==> src/rtl/bram_lsu_bridge_if.sv <==
// -----------------------------------------------------------------------------
// bram_lsu_bridge_if
// Bundles the core's data-memory request/response channel and the block-RAM
// port that the load/store bridge sits between.
//
//   req_*      core -> bridge request (valid/ready)
//   resp_*     bridge -> core response (valid/ready, data, error)
//   bram_*     bridge <-> byte-write-enable RAM (address, write data, byte
//              write enables, read data one cycle after the address)
//
// Modports:
//   slave  - the bridge itself
//   master - the environment (core + RAM), e.g. a testbench
// -----------------------------------------------------------------------------
interface bram_lsu_bridge_if #(
  parameter int ADDR_WIDTH = 14
);
  logic                  req_valid;
  logic                  req_ready;
  logic                  req_we;
  logic [1:0]            req_size;
  logic                  req_unsigned;
  logic [31:0]           req_addr;
  logic [31:0]           req_wdata;

  logic                  resp_valid;
  logic                  resp_ready;
  logic [31:0]           resp_rdata;
  logic                  resp_err;

  logic [ADDR_WIDTH-1:0] bram_addr;
  logic [31:0]           bram_din;
  logic [3:0]            bram_we;
  logic [31:0]           bram_dout;

  modport slave (
    input  req_valid, req_we, req_size, req_unsigned, req_addr, req_wdata,
    input  resp_ready, bram_dout,
    output req_ready, resp_valid, resp_rdata, resp_err,
    output bram_addr, bram_din, bram_we
  );

  modport master (
    output req_valid, req_we, req_size, req_unsigned, req_addr, req_wdata,
    output resp_ready, bram_dout,
    input  req_ready, resp_valid, resp_rdata, resp_err,
    input  bram_addr, bram_din, bram_we
  );
endinterface

==> src/rtl/bram_lsu_bridge.sv <==
// -----------------------------------------------------------------------------
// bram_lsu_bridge
// Load/store bridge between the core's data-memory request channel and a
// byte-write-enable block RAM with one cycle of read latency.
//
// Stores: byte address/size/data become the RAM word address, lane-replicated
// write data and a 4-bit byte-write mask, all combinational in the accept
// cycle; a zero-data response follows one cycle later.
// Loads: the RAM is addressed in the accept cycle, the addressed lane is
// extracted from the read data the next cycle, sign/zero extended and held
// on the response channel until the consumer takes it.
// Misaligned or illegal-size requests never touch the RAM and answer with
// resp_err=1, resp_rdata=0.
//
// Ports:
//   clk    rising-edge clock
//   rst_n  asynchronous active-low reset
//   bus    bram_lsu_bridge_if.slave (request, response and RAM signals)
// -----------------------------------------------------------------------------
module bram_lsu_bridge #(
  parameter int ADDR_WIDTH = 14
) (
  input  logic             clk,
  input  logic             rst_n,
  bram_lsu_bridge_if.slave bus
);

  typedef enum logic [1:0] {
    ST_IDLE    = 2'd0,
    ST_RD_WAIT = 2'd1,
    ST_RESP    = 2'd2
  } state_e;

  localparam logic [1:0] SZ_BYTE = 2'd0;
  localparam logic [1:0] SZ_HALF = 2'd1;
  localparam logic [1:0] SZ_WORD = 2'd2;

  // Request is unusable: illegal size, or not naturally aligned.
  function automatic logic req_illegal(input logic [1:0] size, input logic [1:0] off);
    logic bad;
    case (size)
      SZ_BYTE: bad = 1'b0;
      SZ_HALF: bad = off[0];
      SZ_WORD: bad = (off != 2'd0);
      default: bad = 1'b1;
    endcase
    return bad;
  endfunction

  // Byte-write mask for a legal store.
  function automatic logic [3:0] store_mask(input logic [1:0] size, input logic [1:0] off);
    logic [3:0] mask;
    case (size)
      SZ_BYTE: mask = 4'b0001 << off;
      SZ_HALF: mask = off[1] ? 4'b1100 : 4'b0011;
      SZ_WORD: mask = 4'b1111;
      default: mask = 4'b0000;
    endcase
    return mask;
  endfunction

  // Right-aligned store data replicated across every lane it could land in,
  // so the byte mask alone selects the destination.
  function automatic logic [31:0] store_data(input logic [1:0] size, input logic [31:0] wdata);
    logic [31:0] data;
    case (size)
      SZ_BYTE: data = {4{wdata[7:0]}};
      SZ_HALF: data = {2{wdata[15:0]}};
      default: data = wdata;
    endcase
    return data;
  endfunction

  // Pick the addressed lane out of a RAM word and extend it to 32 bits.
  function automatic logic [31:0] load_extract(input logic [31:0] dout, input logic [1:0] off,
                                               input logic [1:0] size, input logic uns);
    logic [7:0]  lane_b;
    logic [15:0] lane_h;
    logic [31:0] res;
    lane_b = dout[{off, 3'b000} +: 8];
    lane_h = dout[{off[1], 4'b0000} +: 16];
    case (size)
      SZ_BYTE: res = uns ? {24'h000000, lane_b} : {{24{lane_b[7]}}, lane_b};
      SZ_HALF: res = uns ? {16'h0000, lane_h} : {{16{lane_h[15]}}, lane_h};
      default: res = dout;
    endcase
    return res;
  endfunction

  state_e      state_q, state_d;
  logic [31:0] rdata_q, rdata_d;
  logic        err_q, err_d;
  logic [1:0]  off_q, off_d;
  logic [1:0]  size_q, size_d;
  logic        uns_q, uns_d;

  logic        ready_s;
  logic        accept_s;
  logic        resp_valid_s;
  logic [3:0]  we_s;
  logic        illegal_s;
  logic        unused_addr_bits_s;

  assign illegal_s = req_illegal(bus.req_size, bus.req_addr[1:0]);

  // Bits above the RAM's reach are dropped on purpose: the address space aliases.
  assign unused_addr_bits_s = ^bus.req_addr[31:ADDR_WIDTH+2];

  // State register.
  always_ff @(posedge clk or negedge rst_n) begin
    if (!rst_n) begin
      state_q <= ST_IDLE;
    end else begin
      state_q <= state_d;
    end
  end

  // Next-state logic.
  always_comb begin
    state_d = state_q;
    case (state_q)
      ST_IDLE: begin
        if (accept_s) begin
          if (!illegal_s && !bus.req_we) begin
            state_d = ST_RD_WAIT;
          end else begin
            state_d = ST_RESP;
          end
        end else begin
          state_d = ST_IDLE;
        end
      end
      ST_RD_WAIT: state_d = ST_RESP;
      ST_RESP: begin
        if (bus.resp_ready) begin
          state_d = ST_IDLE;
        end else begin
          state_d = ST_RESP;
        end
      end
      default: state_d = ST_IDLE;
    endcase
  end

  // State-decoded outputs. req_ready is gated by rst_n so nothing is accepted
  // (and nothing written) while reset is held.
  always_comb begin
    ready_s      = 1'b0;
    resp_valid_s = 1'b0;
    case (state_q)
      ST_IDLE:    ready_s      = rst_n;
      ST_RD_WAIT: ready_s      = 1'b0;
      ST_RESP:    resp_valid_s = 1'b1;
      default:    ready_s      = 1'b0;
    endcase
    accept_s = bus.req_valid & ready_s;
    if (accept_s && bus.req_we && !illegal_s) begin
      we_s = store_mask(bus.req_size, bus.req_addr[1:0]);
    end else begin
      we_s = 4'b0000;
    end
  end

  // Response / load-context next values.
  always_comb begin
    rdata_d = rdata_q;
    err_d   = err_q;
    off_d   = off_q;
    size_d  = size_q;
    uns_d   = uns_q;
    if (accept_s) begin
      if (illegal_s) begin
        rdata_d = 32'h0000_0000;
        err_d   = 1'b1;
      end else if (bus.req_we) begin
        rdata_d = 32'h0000_0000;
        err_d   = 1'b0;
      end else begin
        off_d  = bus.req_addr[1:0];
        size_d = bus.req_size;
        uns_d  = bus.req_unsigned;
      end
    end else if (state_q == ST_RD_WAIT) begin
      // RAM read data for the accepted address is valid in this cycle.
      rdata_d = load_extract(bus.bram_dout, off_q, size_q, uns_q);
      err_d   = 1'b0;
    end else begin
      rdata_d = rdata_q;
    end
  end

  // Response / load-context registers.
  always_ff @(posedge clk or negedge rst_n) begin
    if (!rst_n) begin
      rdata_q <= 32'h0000_0000;
      err_q   <= 1'b0;
      off_q   <= 2'd0;
      size_q  <= 2'd0;
      uns_q   <= 1'b0;
    end else begin
      rdata_q <= rdata_d;
      err_q   <= err_d;
      off_q   <= off_d;
      size_q  <= size_d;
      uns_q   <= uns_d;
    end
  end

  assign bus.req_ready  = ready_s;
  assign bus.resp_valid = resp_valid_s;
  assign bus.resp_rdata = rdata_q;
  assign bus.resp_err   = err_q;
  assign bus.bram_we    = we_s;
  assign bus.bram_addr  = bus.req_addr[ADDR_WIDTH+1:2];
  assign bus.bram_din   = store_data(bus.req_size, bus.req_wdata);

endmodule
==> src/flat_wrapper.sv <==
// flat-port wrapper written by rule: the top's interface ports become plain ports
module bram_lsu_bridge_flat 
#(
  parameter int ADDR_WIDTH = 14
)
  (clk, rst_n, bus_req_valid, bus_req_we, bus_req_size, bus_req_unsigned, bus_req_addr, bus_req_wdata, bus_resp_ready, bus_bram_dout, bus_req_ready, bus_resp_valid, bus_resp_rdata, bus_resp_err, bus_bram_addr, bus_bram_din, bus_bram_we);
  bram_lsu_bridge_if #(.ADDR_WIDTH(ADDR_WIDTH)) bus_i ();
  input  logic clk;
  input  logic rst_n;
  input wire logic [$bits(bus_i.req_valid)-1:0] bus_req_valid;
  input wire logic [$bits(bus_i.req_we)-1:0] bus_req_we;
  input wire logic [$bits(bus_i.req_size)-1:0] bus_req_size;
  input wire logic [$bits(bus_i.req_unsigned)-1:0] bus_req_unsigned;
  input wire logic [$bits(bus_i.req_addr)-1:0] bus_req_addr;
  input wire logic [$bits(bus_i.req_wdata)-1:0] bus_req_wdata;
  input wire logic [$bits(bus_i.resp_ready)-1:0] bus_resp_ready;
  input wire logic [$bits(bus_i.bram_dout)-1:0] bus_bram_dout;
  output wire logic [$bits(bus_i.req_ready)-1:0] bus_req_ready;
  output wire logic [$bits(bus_i.resp_valid)-1:0] bus_resp_valid;
  output wire logic [$bits(bus_i.resp_rdata)-1:0] bus_resp_rdata;
  output wire logic [$bits(bus_i.resp_err)-1:0] bus_resp_err;
  output wire logic [$bits(bus_i.bram_addr)-1:0] bus_bram_addr;
  output wire logic [$bits(bus_i.bram_din)-1:0] bus_bram_din;
  output wire logic [$bits(bus_i.bram_we)-1:0] bus_bram_we;
  assign bus_i.req_valid = bus_req_valid;
  assign bus_i.req_we = bus_req_we;
  assign bus_i.req_size = bus_req_size;
  assign bus_i.req_unsigned = bus_req_unsigned;
  assign bus_i.req_addr = bus_req_addr;
  assign bus_i.req_wdata = bus_req_wdata;
  assign bus_i.resp_ready = bus_resp_ready;
  assign bus_i.bram_dout = bus_bram_dout;
  assign bus_req_ready = bus_i.req_ready;
  assign bus_resp_valid = bus_i.resp_valid;
  assign bus_resp_rdata = bus_i.resp_rdata;
  assign bus_resp_err = bus_i.resp_err;
  assign bus_bram_addr = bus_i.bram_addr;
  assign bus_bram_din = bus_i.bram_din;
  assign bus_bram_we = bus_i.bram_we;
  bram_lsu_bridge #(.ADDR_WIDTH(ADDR_WIDTH)) u_core (.clk(clk), .rst_n(rst_n), .bus(bus_i));
endmodule
==> config.mk <==
export PLATFORM = sky130hd
export DESIGN_NAME = bram_lsu_bridge_flat
export DESIGN_NICKNAME = d
export VERILOG_FILES = /design/src/rtl/bram_lsu_bridge_if.sv /design/src/rtl/bram_lsu_bridge.sv /design/src/flat_wrapper.sv
export SDC_FILE = /design/constraint.sdc
export NUM_CORES = 1
export LEC_CHECK = 0
export BUFFER_PORTS_ARGS = -buffer_cell sky130_fd_sc_hd__buf_2
export CORE_MARGIN = 1.5
export CORE_UTILIZATION = 41
export DETAILED_ROUTE_END_ITERATION = 6
export PLACE_DENSITY = 0.8
export RECOVER_POWER = 25
export SLEW_MARGIN = 40
export SYNTH_ARGS = -nofsm -noshare
export SYNTH_HDL_FRONTEND = slang
export SYNTH_SLANG_ARGS = --single-unit
==> constraint.sdc <==
create_clock -name clk -period 2.5 [get_ports clk]
set_clock_uncertainty 0.1 [all_clocks]
set_input_delay 0.125 -clock clk [delete_from_list [all_inputs] [get_ports clk]]
set_output_delay 0.125 -clock clk [all_outputs]
set_load 0.01 [all_outputs]
After elaboration in Yosys (flattened, before gate mapping)
Cells that the tools add are included.
- ROM bits: 0
- register bits after elaboration: 40
- bits in latches: 0
- logic and storage cells: 52
- memories kept: 0
- bits in writable memories: 0
- multiplexer cells: 22
- shifts and indexed selects: 3
- magnitude comparators: 0
- div/mod/pow operators: 0
- add/sub/neg operators: 0
- bitwise operators: 3
- multiply operators: 0
- equality and inequality tests: 6
- reductions and logical operators: 12
- operator list (cell ; number):
    two-way mux 32 bit ; 6
    one-hot mux 32 bit (2 select lines) ; 2
    variable part select 32 x 6 -> 16 bit ; 1
    variable part select 32 x 6 -> 8 bit ; 1
    one-hot mux 4 bit (3 select lines) ; 1
    two-way mux 4 bit ; 2
    == test 2 x 1 -> 1 bit (second input constant) ; 3
    zero test 2 bit ; 3
    two-way mux 1 bit ; 6
    two-way mux 2 bit ; 3
    one-hot mux 2 bit (3 select lines) ; 1
    == test 2 bit (second input constant) ; 2
    nonzero test 2 bit ; 2
    left shift 1 x 2 -> 4 bit (first input constant) ; 1
    logical AND 1 bit ; 3
    != test 3 bit (second input constant) ; 1
    one-hot mux 1 bit (3 select lines) ; 1
    AND reduction 3 bit ; 1
    zero test 1 bit ; 2
    inverter 1 bit ; 2
    AND reduction 2 bit ; 1
    AND 1 bit ; 1

Longest topological paths before layout
Gate-level depths: netlist (run 1).
- depth after elaboration: 7
- depth in mapped cells: 6
- gate-level depth less buffers: 4

Least setup slack after synthesis (run 1)
OpenSTA, ideal clock, no wires.
- kind: register to register
- start: register u_core.off_q[1]
- end: register u_core.rdata_q[25] (netlist: u_core.bus.resp_rdata[25])
- path buffers: 2
- data required time: 2336 ps
- setup slack: 569 ps
- period minus slack after synthesis: 1931 ps
- arrival time: 1767 ps
- cell stages (with the launch flop): 7
- library setup time: 64 ps
- path through: dfrtp_1 buf_6 mux2i_1 or4_4 a2111oi_4 buf_6 a221o_2
- cells in the longest elaborated chain, start to end: 5
- ends and longest elaborated chain (element ; line ; source):
    start, declared ; bram_lsu_bridge.sv:93 ; logic [1:0] off_q, off_d;
    start signal, assigned ; bram_lsu_bridge.sv:197 ; off_q <= 2'd0;
    start signal, assigned ; bram_lsu_bridge.sv:203 ; off_q <= off_d;
    variable part select 32 x 6 -> 16 bit or variable part select 32 x 6 -> 8 bit (tied branches) ; bram_lsu_bridge.sv:81, bram_lsu_bridge.sv:80 ;
    two-way mux 32 bit, on equally long branches ; bram_lsu_bridge.sv:84, bram_lsu_bridge.sv:83 ;
    one-hot mux 32 bit (2 select lines) (*) ; bram_lsu_bridge.sv:82 ; case (size)
    two-way mux 32 bit (*) ; bram_lsu_bridge.sv:183 ; end else if (state_q == ST_RD_WAIT) begin
    two-way mux 32 bit (*) ; bram_lsu_bridge.sv:171 ; if (accept_s) begin
    end signal, assigned ; bram_lsu_bridge.sv:201 ; rdata_q <= rdata_d;
    end, declared ; bram_lsu_bridge.sv:91 ; logic [31:0] rdata_q, rdata_d;
Every way passes the cells marked *; elsewhere a longest branch is shown, timed or not. The select of a mux whose other input is x is not followed.
A chain may end at the register's enable or synchronous reset.

Worst setup path after layout (run 1)
- start: input rst_n
- end: output bus_bram_we[0]
- cells in the longest elaborated chain, start to end: 5
- ends and longest elaborated chain (element ; line ; source):
    start, declared ; flat_wrapper.sv:9 ; input logic rst_n;
    two-way mux 1 bit ; bram_lsu_bridge.sv:150 ; case (state_q)
    AND 1 bit ; bram_lsu_bridge.sv:156 ; accept_s = bus.req_valid & ready_s;
    logical AND 1 bit (2 in series) ; bram_lsu_bridge.sv:157 ; if (accept_s && bus.req_we && !illegal_s) begin
    two-way mux 4 bit ; bram_lsu_bridge.sv:157 ;
    end, declared ; flat_wrapper.sv:24 ; output wire logic [$bits(bus_i.bram_we)-1:0] bus_bram_we;
Every way passes these cells.

==> impl_results.md, run 1 <==
* Vias in the first global route at 2561
* CTS max path bufs at 2
* Post-synthesis simple-gate area fraction at 12.22%
* Post-DP HPWL at between 5 and 6 mm
* CTS tree: done
* Final worst slack at 0.3106 ns
* Yosys reg bits at 40
* VDD IR max at 0.3929 mV
* Antenna Nets Post-Route at 0
* Post-placement cell area at 3261 µm²
* Mapped Avg Cell Area at 9.824 µm²
* Largest net degree at the start of global routing at 41
* Setup violators final at 0
* Hold Crit Class: in2reg
* Least-Margin Pin Slew at roughly 1 ns
* Cts repair resizes at 0
* Die area at 6936 µm²
* Worst skew pair latency at approximately 0.29 ns
* IO buf count at 144
* Post-Syn Area at 2643 µm²
* Most frequent cells in the layout: 130 x buf_2, 40 x dfrtp_1, 28 x o21ai_0
* Clk sinks at 40
* Wirelength, routed at 8.097 mm
* Final period util at 87.58%
* Mux cell area share after synthesis at ~13%
* Utilization after layout at 55.77%
* Antenna violations before repair at 1
* TritonCTS Buffers at 5
* H-tree levels at 2
* Pwr dens at 646.9 nW/µm²
* Max transition margin at 34.61%
* Final instance area at between 3000 and 4000 µm²
* CORE AREA at 6277 µm²
* Initial Utilization at 42.10%
* Largest family of logic cells by synthesized area: compound AO/OA/AOI/OAI gates
* Worst Setup End Kind: primary output
* Pre-CTS WS at 0.4724 ns
* Max-cap violations at 0
* WHS at 0.01256 ns
* Net count, final at 503
* Compound-Gate Fraction of Synth Area at a little over a quarter
* Leak at 1.779 nW
* Post-Synth Adder-Cell Area at 0%
* Site Rows at 29
* Post-synthesis xor/xnor area fraction at 0.3314%
* Commonest non-fill, non-tap cell in the layout: buf_2
* CP required at 2.28 ns
* Seq/Total Area, Yosys at 37.88%
* Drt drc at 0
* CP max FO at 5
* Worst Setup Path Type: in2out
* DR WL/cell at about 17 µm
* Initial DRC count at 235
* Final min period at between 2 and 2.5 ns
* Post-CTS setup buffer count at 0
* Yosys cell types at 37
* Clock transition at the registers of the reported paths at around 0.070 ns
* Yosys warns at 0
* Vias at 2576
* First-pass GRT wire length at 12.83 mm
* Post-Syn Nets at 373
* GRT Overall Usage at 22.64%
* Pins over their slew limit at 0
* Chip height at 83.28 µm
* Status: completed
* Startpoint types: input pin
* RSZ-0062 raised after global routing: false
* Die Wd at 83.28 µm
* Drt pass-1 iters at 4
* Setup TNS at 0 ns
* Layout cells sized above 1 at 45.75%
* Vias/cell at 5.389
* Mapped Cells at 269
* Clk Tree Root Cell: clkbuf_8
* RePlAce Congestion at 0.8673
* Fin. Hold Viols at 0
* Area delta synth->final at 32.48%
* Grt ovf at 0
* Critical Path AT at 1.96 ns
* Achievable Freq at ~460 MHz
* I/O pins at 189
## sequential cells by signal, summed over array words and instances (netlist names)
register and cells:
u_core.bus.resp_err 1, u_core.bus.resp_rdata 32, u_core.off_q 2, u_core.size_q 2
u_core.state_q 2, u_core.uns_q 1
## timing repair
action | 4_1_cts | 5_1_grt
setup endpoints to repair | 0 | 0
endpoints found under the hold margin | 53 | 1
hold buffers | 14 | 1
## synthesized netlist by cell type, drive strengths merged
master,instances,area (µm²)
a2111oi,2,36.29
a211o,14,122.6
a211oi,2,20.02
a21oi,19,95.09
a221o,17,182.7
a22o,1,8.760
a22oi,1,7.510
a32o,1,10.01
and2,2,12.51
and2b,4,30.03
and4b,1,10.01
buf,28,205.2
clkbuf,16,60.06
dfrtp,40,1001
inv,4,15.01
mux2,22,247.7
mux2i,9,90.09
nand2,9,33.78
nand2b,3,18.77
nand3,9,45.04
nand3b,7,52.55
nor2,8,30.03
nor2b,7,43.79
nor3,3,15.01
nor3b,2,20.02
o21ai,28,140.1
o21bai,1,7.510
o2bb2ai,7,61.31
or4,1,11.26
xor2,1,8.760
## path summary, 6_finish.rpt
path | slack (ns) | startpoint | endpoint | depth (start not counted)
hold reg to reg | 0.39 | u_core.bus.resp_rdata[3] | u_core.bus.resp_rdata[3] | 1
max in group asynchronous | 1.03 | rst_n | u_core.bus.resp_rdata[23] | 3
min in group asynchronous | 0.67 | rst_n | u_core.bus.resp_rdata[24] | 3
setup / recovery | 0.31 | rst_n | bus_bram_we[0] | 7
setup reg to reg | 0.44 | u_core.size_q[0] | u_core.bus.resp_rdata[29] | 4
hold / removal | 0.01 | bus_bram_dout[23] | u_core.bus.resp_rdata[23] | 2
## stage by stage
step                      std cells  total power [mW]
final                           478             2.265
after floorplan                 269             1.449
after global routing            477             2.400
after CTS                       476             2.274
after detailed placement        454             1.736
after global placement          454             1.704
## cell type report
cell class,count,area (µm²)
inverters,4,15.01
clock buffers,6,72.57
flip-flops and latches,40,1001
multi-input cells,181,1368
fillers,588,2776
repair buffers,167,910.9
diodes,1,2.502
well taps,77,96.34
clock inverters,2,35.03
## metal layers
metal | wire length (µm) | GRT usage [%] | vias to the layer above
li1 | - | - | 1247
met1 | 3498 | 29.89 | 1198
met2 | 3849 | 37.62 | 119
met3 | 641 | 5.865 | 12
met4 | 108 | 4.697 | 0
met5 | 0 | 0 | -
## critical path, stage by stage
cell and delay [ns]:
dlygate4sd3_1 0.55, clkbuf_1 0.18, nor3b_1 0.23, and2_1 0.25, nand2_1 0.15, a2111oi_0 0.27
buf_2 0.20
## report_power, final
part | internal (mW) | leakage, nW | switching [mW]
Clock | 0.296 | 0.0552 | 0.218
Sequential | 0.770 | 0.537 | 0.107
Combinational | 0.398 | 1.19 | 0.475
## kinds of logic after synthesis
| logic type | count (synthesis) |
|---|---|
| mux | 31 |
| xor+xnor | 1 |
| buf+inv | 48 |
| flops | 40 |
| compound gates | 93 |
| simple gates | 56 |
(Power assumes the default switching activity.)
==> inputs of run 2 (changes only) <==
--- a/config.mk
+++ b/config.mk
@@ -5,11 +5,13 @@
 export SDC_FILE = /design/constraint.sdc
 export NUM_CORES = 1
 export LEC_CHECK = 0
+export ABC_AREA = 1
 export BUFFER_PORTS_ARGS = -buffer_cell sky130_fd_sc_hd__buf_2
+export CAP_MARGIN = 25
 export CORE_MARGIN = 1.5
-export CORE_UTILIZATION = 41
+export CORE_UTILIZATION = 43
 export DETAILED_ROUTE_END_ITERATION = 6
-export PLACE_DENSITY = 0.8
+export PLACE_DENSITY = 0.81
 export RECOVER_POWER = 25
 export SLEW_MARGIN = 40
 export SYNTH_ARGS = -nofsm -noshare
==> run 2 against run 1 <==
Net effect: setup slack better by 0.18 ns; fmax up 9.1%; cell count up 35%; first-iteration DRC count down 29%; sequential cell count unchanged; synthesized area up 11%; global-route usage up 0.64 points; register-to-register slack better by 0.15 ns; clock power down 21%; combinational power up 18%; via count up 25%; total power up 0.67%; critical endpoint is now bus_bram_din[24]; highest routed layer unchanged.
==> impl_results.md, run 2 <==
* Status: completed
* TritonCTS Buffers at 5 (unchanged)
* Yosys warns at 0 (unchanged)
* Vias at 3229 (+25%)
* Cell taking the most area after synthesis: dfrtp_1
* CORE AREA at 6495 µm² (+3.5%)
* Predominant post-synthesis flop cell: dfrtp_1
* First-pass GRT wire length at 14.01 mm (+9.2%)
* Max-cap violations at 0 (unchanged)
* Area delta synth->final at 23.09%
* Max transition margin at 58.35% (+24 points)
* Pwr dens at 629.3 nW/µm² (-2.7%)
* Final min period at 2.006 ns (-0.1835 ns)
* Die area at 7349 µm² (+6.0%)
* Mapped Avg Cell Area at 6.569 µm² (-33%)
* Hold Crit Class: in2reg
* Synth area leaders: dfrtp_1 34%, nand2_1 22%, nand3_1 8.7%
* Initial Utilization at 45.31% (+3.2 points)
* Setup TNS at 0 ns (unchanged)
* Worst Setup End Kind: primary output
* Post-DP HPWL at 6.411 mm (+7.4%)
* Critical path's slowest cell: dlygate4sd3_1
* Net count, final at 672 (+34%)
* Worst Setup Path Type: in2out
* Final period util at 80.24% (-7.3 points)
* Antenna violations before repair at 0 (-1)
* Cell chain of the critical path: dlygate4sd3_1 -> buf_2 -> nor2_2 -> nand2_1 -> o211ai_1 -> buf_2
* GRT Overall Usage at 23.27% (+0.64 points)
* Synth top cells by count: 169 x nand2_1, 51 x nand3_1, 42 x nor2_1
* Most frequent cells in the layout: 169 x nand2_1, 117 x buf_2, 51 x nand3_1
* Wirelength, routed at 8.465 mm (+4.5%)
* Post-Syn Area at 2943 µm² (+11%)
* Yosys reg bits at 40 (unchanged)
* Chip height at 85.73 µm (+2.9%)
* Top-count cell post-synth: nand2_1
* CP max FO at 19 (+14)
* I/O pins at 189 (unchanged)
* VDD IR max at 0.3093 mV (-21%)
* RSZ-0062 raised after global routing: false
* Seq/Total Area, Yosys at 34.01% (-3.9 points)
* Fin. Hold Viols at 0 (unchanged)
* Startpoint types: input pin
* Drt drc at 0 (unchanged)
* Commonest non-fill, non-tap cell in the layout: nand2_1
* Cts repair resizes at 0 (unchanged)
* Critical Path AT at 1.78 ns (-0.18 ns)
* Grt ovf at 0 (unchanged)
* Layout cells sized above 1 at 29.40% (-16 points)
* Least-Margin Pin Slew at 0.6241 ns (-0.3568 ns)
* Initial DRC count at 166 (-29%)
* Worst skew pair latency at 0.29 ns (about the same)
* Largest register FFs at 32 (unchanged)
* Vias/cell at 5.006 (-7.1%)
* Setup violators final at 0 (unchanged)
* Achievable Freq at 498.5 MHz (+9.1%)
* Mapped Cells at 448 (+67%)
* WHS at 0.001705 ns (-0.01085 ns)
* Post-synth EDFFs at 0 (unchanged)
* Post-Syn Nets at 552 (+48%)
* CP required at 2.28 ns (about the same)
* CTS tree: done
* IO buf count at 144 (unchanged)
* Vias in the first global route at 3095 (+21%)
* Pins over their slew limit at 0 (unchanged)
* Site Rows at 29 (unchanged)
* Drt pass-1 iters at 5 (+1)
* RePlAce Congestion at 0.8960 (+3.3%)
* Diodes inserted at 0 (-1)
* Asr flop ratio synth at 100.0% (unchanged)
* Antenna Nets Post-Route at 0 (unchanged)
* Clk sinks at 40 (unchanged)
* Largest net degree at the start of global routing at 42 (+2.4%)
* DR WL/cell at 13.12 µm (-23%)
* Share of the synthesized area in the top cell type at 34.01% (-3.9 points)
* Yosys cell types at 28 (-24%)
* H-tree levels at 2 (unchanged)
* Clk Tree Root Cell: clkbuf_8
* CP most frequent cell: buf_2
* Utilization after layout at 55.77% (about the same)
* CTS max path bufs at 2 (unchanged)
* CP max stage delay at 0.53 ns (-0.02 ns)
* Post-CTS setup buffer count at 0 (unchanged)
* Leak at 2.163 nW (+22%)
* Die Wd at 85.73 µm (+2.9%)
* Clock transition at the registers of the reported paths at 0.07 ns (about the same)
[run 2: stage by stage]
stage	cell area, µm²	worst slack, ns	power [mW]	cells
after floorplan	2943	1.049	1.617	448
after global placement	3518	0.6323	1.853	632
after detailed placement	3518	0.5990	1.880	632
after CTS	3656	0.5123	2.298	645
after global routing	3622	0.3476	2.442	645
final	3622	0.4941	2.280	645
[run 2: worst max-delay path: cells and delay by family]
| kind | cells | cell delay, ns |
|---|---|---|
| buffers and inverters | 3 | 0.86 |
| AO/OA/AOI/OAI | 1 | 0.17 |
| AND/OR/NAND/NOR | 2 | 0.62 |
[run 2: timing repair]
action	4_1_cts	5_1_grt
endpoints found under the setup margin	0	0
hold buffers	6	0
hold endpoints to repair	45	0
[run 2: power by group]
part	internal [mW]	leakage [nW]	switching [mW]
clock	0.190	0.0410	0.219
combinational	0.359	1.58	0.674
sequential	0.746	0.542	0.0931
[run 2: layout make-up]
| cell class | count | area [µm²] |
|---|---|---|
| flip-flops and latches | 40 | 1001 |
| repair buffers | 154 | 777.0 |
| clock inverters | 1 | 5.005 |
| clock buffers | 6 | 72.57 |
| inverters | 32 | 130.1 |
| fillers | 665 | 2873 |
| well taps | 77 | 96.34 |
| multi-input cells | 335 | 1540 |
[run 2: cells by family after synthesis]
| logic type | count (synthesis) | synth area share [%] |
|---|---|---|
| compound gates | 41 | 8.120 |
| buf+inv | 73 | 13.65 |
| flops | 40 | 34.01 |
| simple gates | 294 | 44.22 |
[run 2: routing by layer]
layer | global-route usage [%] | vias to the layer above | wire length [µm] | part of all wire [%]
li1 | - | 1631 | - | -
met1 | 32.93 | 1462 | 3962 | 47
met2 | 36.79 | 117 | 3953 | 47
met3 | 2.984 | 19 | 407 | 4.8
met4 | 8.065 | 0 | 142 | 1.7
met5 | 0 | - | 0 | 0
[run 2: worst paths after layout]
path,start,end,slack (ns),cells after the start
min,bus_req_addr[0],u_core.off_q[0],0.002,3
max in group asynchronous,rst_n,u_core.bus.resp_rdata[29],1.54,3
max,bus_req_size[0],bus_bram_din[24],0.49,6
min in group asynchronous,rst_n,u_core.bus.resp_rdata[23],0.40,3
max reg2reg,u_core.state_q[0],u_core.state_q[1],0.59,6
min reg2reg,u_core.bus.resp_err,u_core.bus.resp_err,0.39,2
